`config.mk`:
```
export PLATFORM = sky130hd
export DESIGN_NAME = uart_rx_ctrl
export DESIGN_NICKNAME = d
export VERILOG_FILES = /design/src/rtl/uart_rx_ctrl.sv
export SDC_FILE = /design/constraint.sdc
export NUM_CORES = 1
export LEC_CHECK = 0
export CORE_ASPECT_RATIO = 1.1
export CORE_MARGIN = 2
export CORE_UTILIZATION = 40
export DETAILED_ROUTE_END_ITERATION = 12
export HOLD_SLACK_MARGIN = 0.02
export MAX_ROUTING_LAYER = met4
export SYNTH_ARGS = -nofsm -noshare
export SYNTH_HDL_FRONTEND = slang
export SYNTH_SLANG_ARGS = --single-unit
```
`constraint.sdc`:
```
create_clock -name CLK -period 3.4 [get_ports CLK]
set_input_delay 0.68 -clock CLK [delete_from_list [all_inputs] [get_ports CLK]]
set_output_delay 0.68 -clock CLK [all_outputs]
set_load 0.02 [all_outputs]
```
`src/rtl/uart_rx_ctrl.sv`:
```
// uart_rx_ctrl: receive-side sequencer for the UART RX path.
// It detects the start edge, tracks the oversample index and the data-bit index,
// and strobes the sampler, deserializer and start/parity/stop checkers at the
// check point of each bit. It issues a one-cycle data_valid after an error-free
// frame. It holds no data.
// Ports:
//   CLK, RST            oversampling clock, async active-low reset
//   RX_IN               serial line (idle high); synchronized upstream
//   PAR_EN, PRESCALE    frame config, latched when the start edge is seen
//   strt_glitch, par_error, stp_error   registered checker results
//   edge_cnt, bit_cnt   oversample index / data-bit index
//   dat_samp_en, deser_en, strt_chk_en, par_chk_en, stp_chk_en   datapath enables
//   data_valid          one-cycle pulse per good frame
//   busy                high outside IDLE
module uart_rx_ctrl #(
  parameter int DATA_WIDTH  = 8,
  parameter int PRESC_WIDTH = 6
) (
  input  logic                        CLK,
  input  logic                        RST,
  input  logic                        RX_IN,
  input  logic                        PAR_EN,
  input  logic [PRESC_WIDTH-1:0]      PRESCALE,
  input  logic                        strt_glitch,
  input  logic                        par_error,
  input  logic                        stp_error,
  output logic [PRESC_WIDTH-1:0]      edge_cnt,
  output logic [$clog2(DATA_WIDTH):0] bit_cnt,
  output logic                        dat_samp_en,
  output logic                        deser_en,
  output logic                        strt_chk_en,
  output logic                        par_chk_en,
  output logic                        stp_chk_en,
  output logic                        data_valid,
  output logic                        busy
);
  localparam int BW = $clog2(DATA_WIDTH) + 1;

  typedef enum logic [2:0] {IDLE, START, DATA, PARITY, STOP} state_t;

  state_t                 state, state_nxt;
  logic [PRESC_WIDTH-1:0] presc_l, presc_nxt, edge_nxt, last_edge, chk_edge;
  logic [BW-1:0]          bit_nxt;
  logic                   par_en_l, par_en_nxt, par_fail, par_fail_nxt, bit_end, chk;
  logic                   samp_d, deser_d, strt_d, par_d, stp_d, dv_d, busy_d;

  // Frame timing comes from the latched prescale so mid-frame changes are ignored.
  assign last_edge = presc_l - 1'b1;
  // One past the sampler's majority window (P/2-1 .. P/2+1).
  assign chk_edge  = (presc_l >> 1) + PRESC_WIDTH'(2);
  assign bit_end   = (state != IDLE) && (edge_cnt == last_edge);

  // State register; all outputs are registered alongside it.
  always_ff @(posedge CLK or negedge RST) begin
    if (!RST) begin
      state       <= IDLE;
      edge_cnt    <= '0;
      bit_cnt     <= '0;
      presc_l     <= '0;
      par_en_l    <= 1'b0;
      par_fail    <= 1'b0;
      dat_samp_en <= 1'b0;
      deser_en    <= 1'b0;
      strt_chk_en <= 1'b0;
      par_chk_en  <= 1'b0;
      stp_chk_en  <= 1'b0;
      data_valid  <= 1'b0;
      busy        <= 1'b0;
    end else begin
      state       <= state_nxt;
      edge_cnt    <= edge_nxt;
      bit_cnt     <= bit_nxt;
      presc_l     <= presc_nxt;
      par_en_l    <= par_en_nxt;
      par_fail    <= par_fail_nxt;
      dat_samp_en <= samp_d;
      deser_en    <= deser_d;
      strt_chk_en <= strt_d;
      par_chk_en  <= par_d;
      stp_chk_en  <= stp_d;
      data_valid  <= dv_d;
      busy        <= busy_d;
    end
  end

  // Next-state and counter logic.
  always_comb begin
    state_nxt    = state;
    edge_nxt     = '0;
    bit_nxt      = bit_cnt;
    presc_nxt    = presc_l;
    par_en_nxt   = par_en_l;
    par_fail_nxt = par_fail;
    if (state != IDLE)
      edge_nxt = bit_end ? '0 : edge_cnt + 1'b1;
    case (state)
      IDLE: begin
        bit_nxt = '0;
        if (!RX_IN) begin
          state_nxt    = START;
          presc_nxt    = PRESCALE;
          par_en_nxt   = PAR_EN;
          // Stale parity result from an earlier frame must not leak in.
          par_fail_nxt = 1'b0;
        end
      end
      START: if (bit_end) begin
        bit_nxt   = '0;
        state_nxt = strt_glitch ? IDLE : DATA;
      end
      DATA: if (bit_end) begin
        if (bit_cnt == BW'(DATA_WIDTH - 1)) begin
          bit_nxt   = '0;
          state_nxt = par_en_l ? PARITY : STOP;
        end else begin
          bit_nxt = bit_cnt + 1'b1;
        end
      end
      // A parity error is remembered, not fatal: the stop bit is still checked.
      PARITY: if (bit_end) begin
        par_fail_nxt = par_error;
        state_nxt    = STOP;
      end
      STOP: if (bit_end) state_nxt = IDLE;
      default: state_nxt = IDLE;
    endcase
  end

  // Output logic: computed from next-cycle state/edge so the registered
  // strobes line up with the edge_cnt value they belong to.
  always_comb begin
    busy_d  = (state_nxt != IDLE);
    samp_d  = busy_d;
    chk     = busy_d && (edge_nxt == chk_edge);
    strt_d  = chk && (state_nxt == START);
    deser_d = chk && (state_nxt == DATA);
    par_d   = chk && (state_nxt == PARITY);
    stp_d   = chk && (state_nxt == STOP);
    dv_d    = (state == STOP) && bit_end && !stp_error && !(par_en_l && par_fail);
  end

endmodule

```
==> flow_summary.yaml <==
placed_design:
  dp_hpwl_um: 2822
  port_buffers: 29
  postPlaceCellArea_um2: 1963
  gp_congestion: 0.8581
worst_hold_path:
  hold_path.class: "reg -> reg"
logic_synthesis:
  synth.net_count: 189
  yosysSeqAreaShare_pct: 41.89
  ys_types: 49
  yosys_register_bits: 27
  postSynthCellCount: 170
  synthArstFlopShare_pct: 100.0
  synth.avg_cell_area_um2: 9.487
  synth-warning-count: 0
  syn_area_um2: 1613
  synth-edff-count: 0
  ys.flop_type: "dfrtp_1"
power_and_ir_drop:
  p_leak_nw: 0.8451
  peakVddDrop_mv: 0.4026
  power.total_mw: 1.881
  power_density_nw_per_um2: 936.5
timing:
  finalCritPeriodShare_pct: 74.33
  holdWs_ps: 481.9
  tightest_slew_ps: 495.3
  setup_viol: 0
  period_minus_slack_ps: 2527
  max_freq_mhz: 395.7
  fin_worst_skew_ps: 2.816
  hold_viol_final: 0
  tns_ps: 0
  max_slew_margin_pct: 66.73
  rsz0062_at_grt: "no"
  slew_viol_final: 0
clocking:
  cts_sinks: 27
  hold_buffers: 0
  path_clk_slew_ps: 90
  cts_root_buf: "clkbuf_8"
  htreeDepth: 1
  clock_latency_ps: 270
  cts_buffers: 3
  cts-resized-gates: 0
  clockBufferDepth: 2
  cts_tree: "done"
  cts_setup_buffers: 0
global_route:
  grt_pass1_vias: 1413
  grt_pass1_wl_um: 6693
  grt_overflow: 0
  grt_max_degree: 28
  antenna_found_initial: 0
  track_usage_pct: 19.02
finish:
  synthToLayoutAreaGrowth_pct: 24.52
  fill_cells: 375
  final_nets: 221
  diodes: 0
  final-seq-area_um2: 675.6
  layout-drive-gt1-share_pct: 8.458
  design_area_um2: 2008
  multi_input_area_um2: 868.3
run:
  maxCapViolCount: 0
die:
  start_util_pct: 41.31
  ios: 30
  rows: 24
  die-height_um: 70.60
  die_w_um: 64.54
  core_area_um2: 3904
  die-area_um2: 4556
route:
  drt_first_pass_iters: 4
  ant_nets: 0
  wl_per_cell_um: 14.70
  viasPerCell: 5.273
  dr_total_vias: 1334
  detail_route.drc_violations: 0
  drt_iter0_markers: 50
  drt-total-wl_um: 3718
critical_path:
  path_cells: "inv_1 -> ha_1 -> nand2b_1 -> a21oi_1 -> o221a_4 -> nand2_2 -> or4b_1 -> a21o_1 -> nor3_2"
  cpPeakStageDelay_ps: 490
  worstPathArrival_ps: 2720
  cp_data_required_time_ps: 3600
  endpoint_kind: "flip-flop"
  cp_max_fo: 6
  critPathLaunchType: "flip-flop"
  cpMaxStageDelayCell: "or4b_1"
  crit_type: "reg -> reg"
run_status:
  status: "finished clean"
placed cells by master (no fill, tap or decap), drive strengths merged, types with 2 or more instances in the layout:
cell           count
clkdlybuf4s50     29
dfrtp             27
nor2              15
nand3             14
nand2             14
o21ai             13
inv               12
xnor2              9
ha                 6
nor3               6
xor2               5
a21oi              4
mux2               4
clkbuf             4
and3               3
o31ai              3
o31a               2
nor2b              2
o211ai             2
buf                2
or3                2
nor4               2
or4b               2
final cells by class:
class                   instances  area share (%)
repair buffers                 31           15.20
flip-flops and latches         27           33.64
clock buffers                   4           2.243
well taps                      52           3.240
multi-input cells             126           43.24
inverters                      13           2.430
power by group:
part / leakage [nW] / internal [mW] / switching [mW]
clock: 0.0228 / 0.0839 / 0.0986
sequential: 0.347 / 0.429 / 0.183
combinational: 0.475 / 0.475 / 0.611
total: 0.845 / 0.988 / 0.893
registers in the layout, summed over array words and instances (netlist names):
register / cells
strt_chk_en: 1
state: 3
deser_en: 1
par_fail: 1
stp_chk_en: 1
busy: 1
presc_l: 6
data_valid: 1
par_en_l: 1
edge_cnt: 6
par_chk_en: 1
bit_cnt: 4
per-stage QoR:
stage          cells  util (%)  setup slack [ps]
2_1_floorplan    170         -              1101
3_3_place_gp     249     50.29             926.3
3_5_place_dp     249     50.29             899.0
4_1_cts          253     51.44             865.6
5_1_grt          253     51.44             664.0
6_report         253     51.44             872.7
critical path, delay by kind of cell (launching register included):
family,cells,cell delay [ps]
buffers and inverters,1,80
flip-flops,1,440
adder cells (fa/ha/maj),1,220
AND/OR/NAND/NOR,4,930
AO/OA/AOI/OAI,3,770
cell usage after synthesis, drive strengths merged, types with 2 or more instances:
cell	n	area share (%)
o31ai	3	1.4
dfrtp	27	42
or3	2	1.1
buf	2	0.78
or4b	2	1.2
clkbuf	2	0.47
xor2	5	2.7
nor2b	2	0.78
nand3	14	4.3
xnor2	9	4.9
nand2	14	3.4
mux2	4	2.8
nor3	6	2.5
inv	12	2.8
o211ai	2	0.93
nor2	15	3.5
ha	6	4.7
o21ai	13	4.0
o31a	2	1.1
and3	3	1.2
nor4	2	1.7
a21oi	4	1.2
kinds of logic after synthesis:
kind of cell,Yosys count,share of synthesized area (%)
AO/OA/AOI/OAI,37,16.84
adder cells (fa/ha/maj),6,4.655
buffers and inverters,17,4.267
flip-flops,27,41.89
XOR/XNOR,14,7.603
multiplexers,5,3.413
AND/OR/NAND/NOR,64,21.34
path summary, 6_finish.rpt:
kind,startpoint,end,slack [ps],cells past startpoint
hold reg to reg,par_fail,data_valid,480,1
setup / recovery,presc_l[1],deser_en,870,9
max in group asynchronous,RST,state[1],2350,2
hold / removal,par_fail,data_valid,480,1
setup reg to reg,presc_l[1],deser_en,870,9
min in group asynchronous,RST,presc_l[1],780,2
metal layers:
metal	track usage, %	vias to the layer above	wire length (um)
met1	24.87	638	1616
met4	3.073	0	17
li1	-	665	-
met2	32.18	29	1955
met3	2.703	2	129
met5	-	-	0
Note: power is estimated with default switching activity, not from simulation.
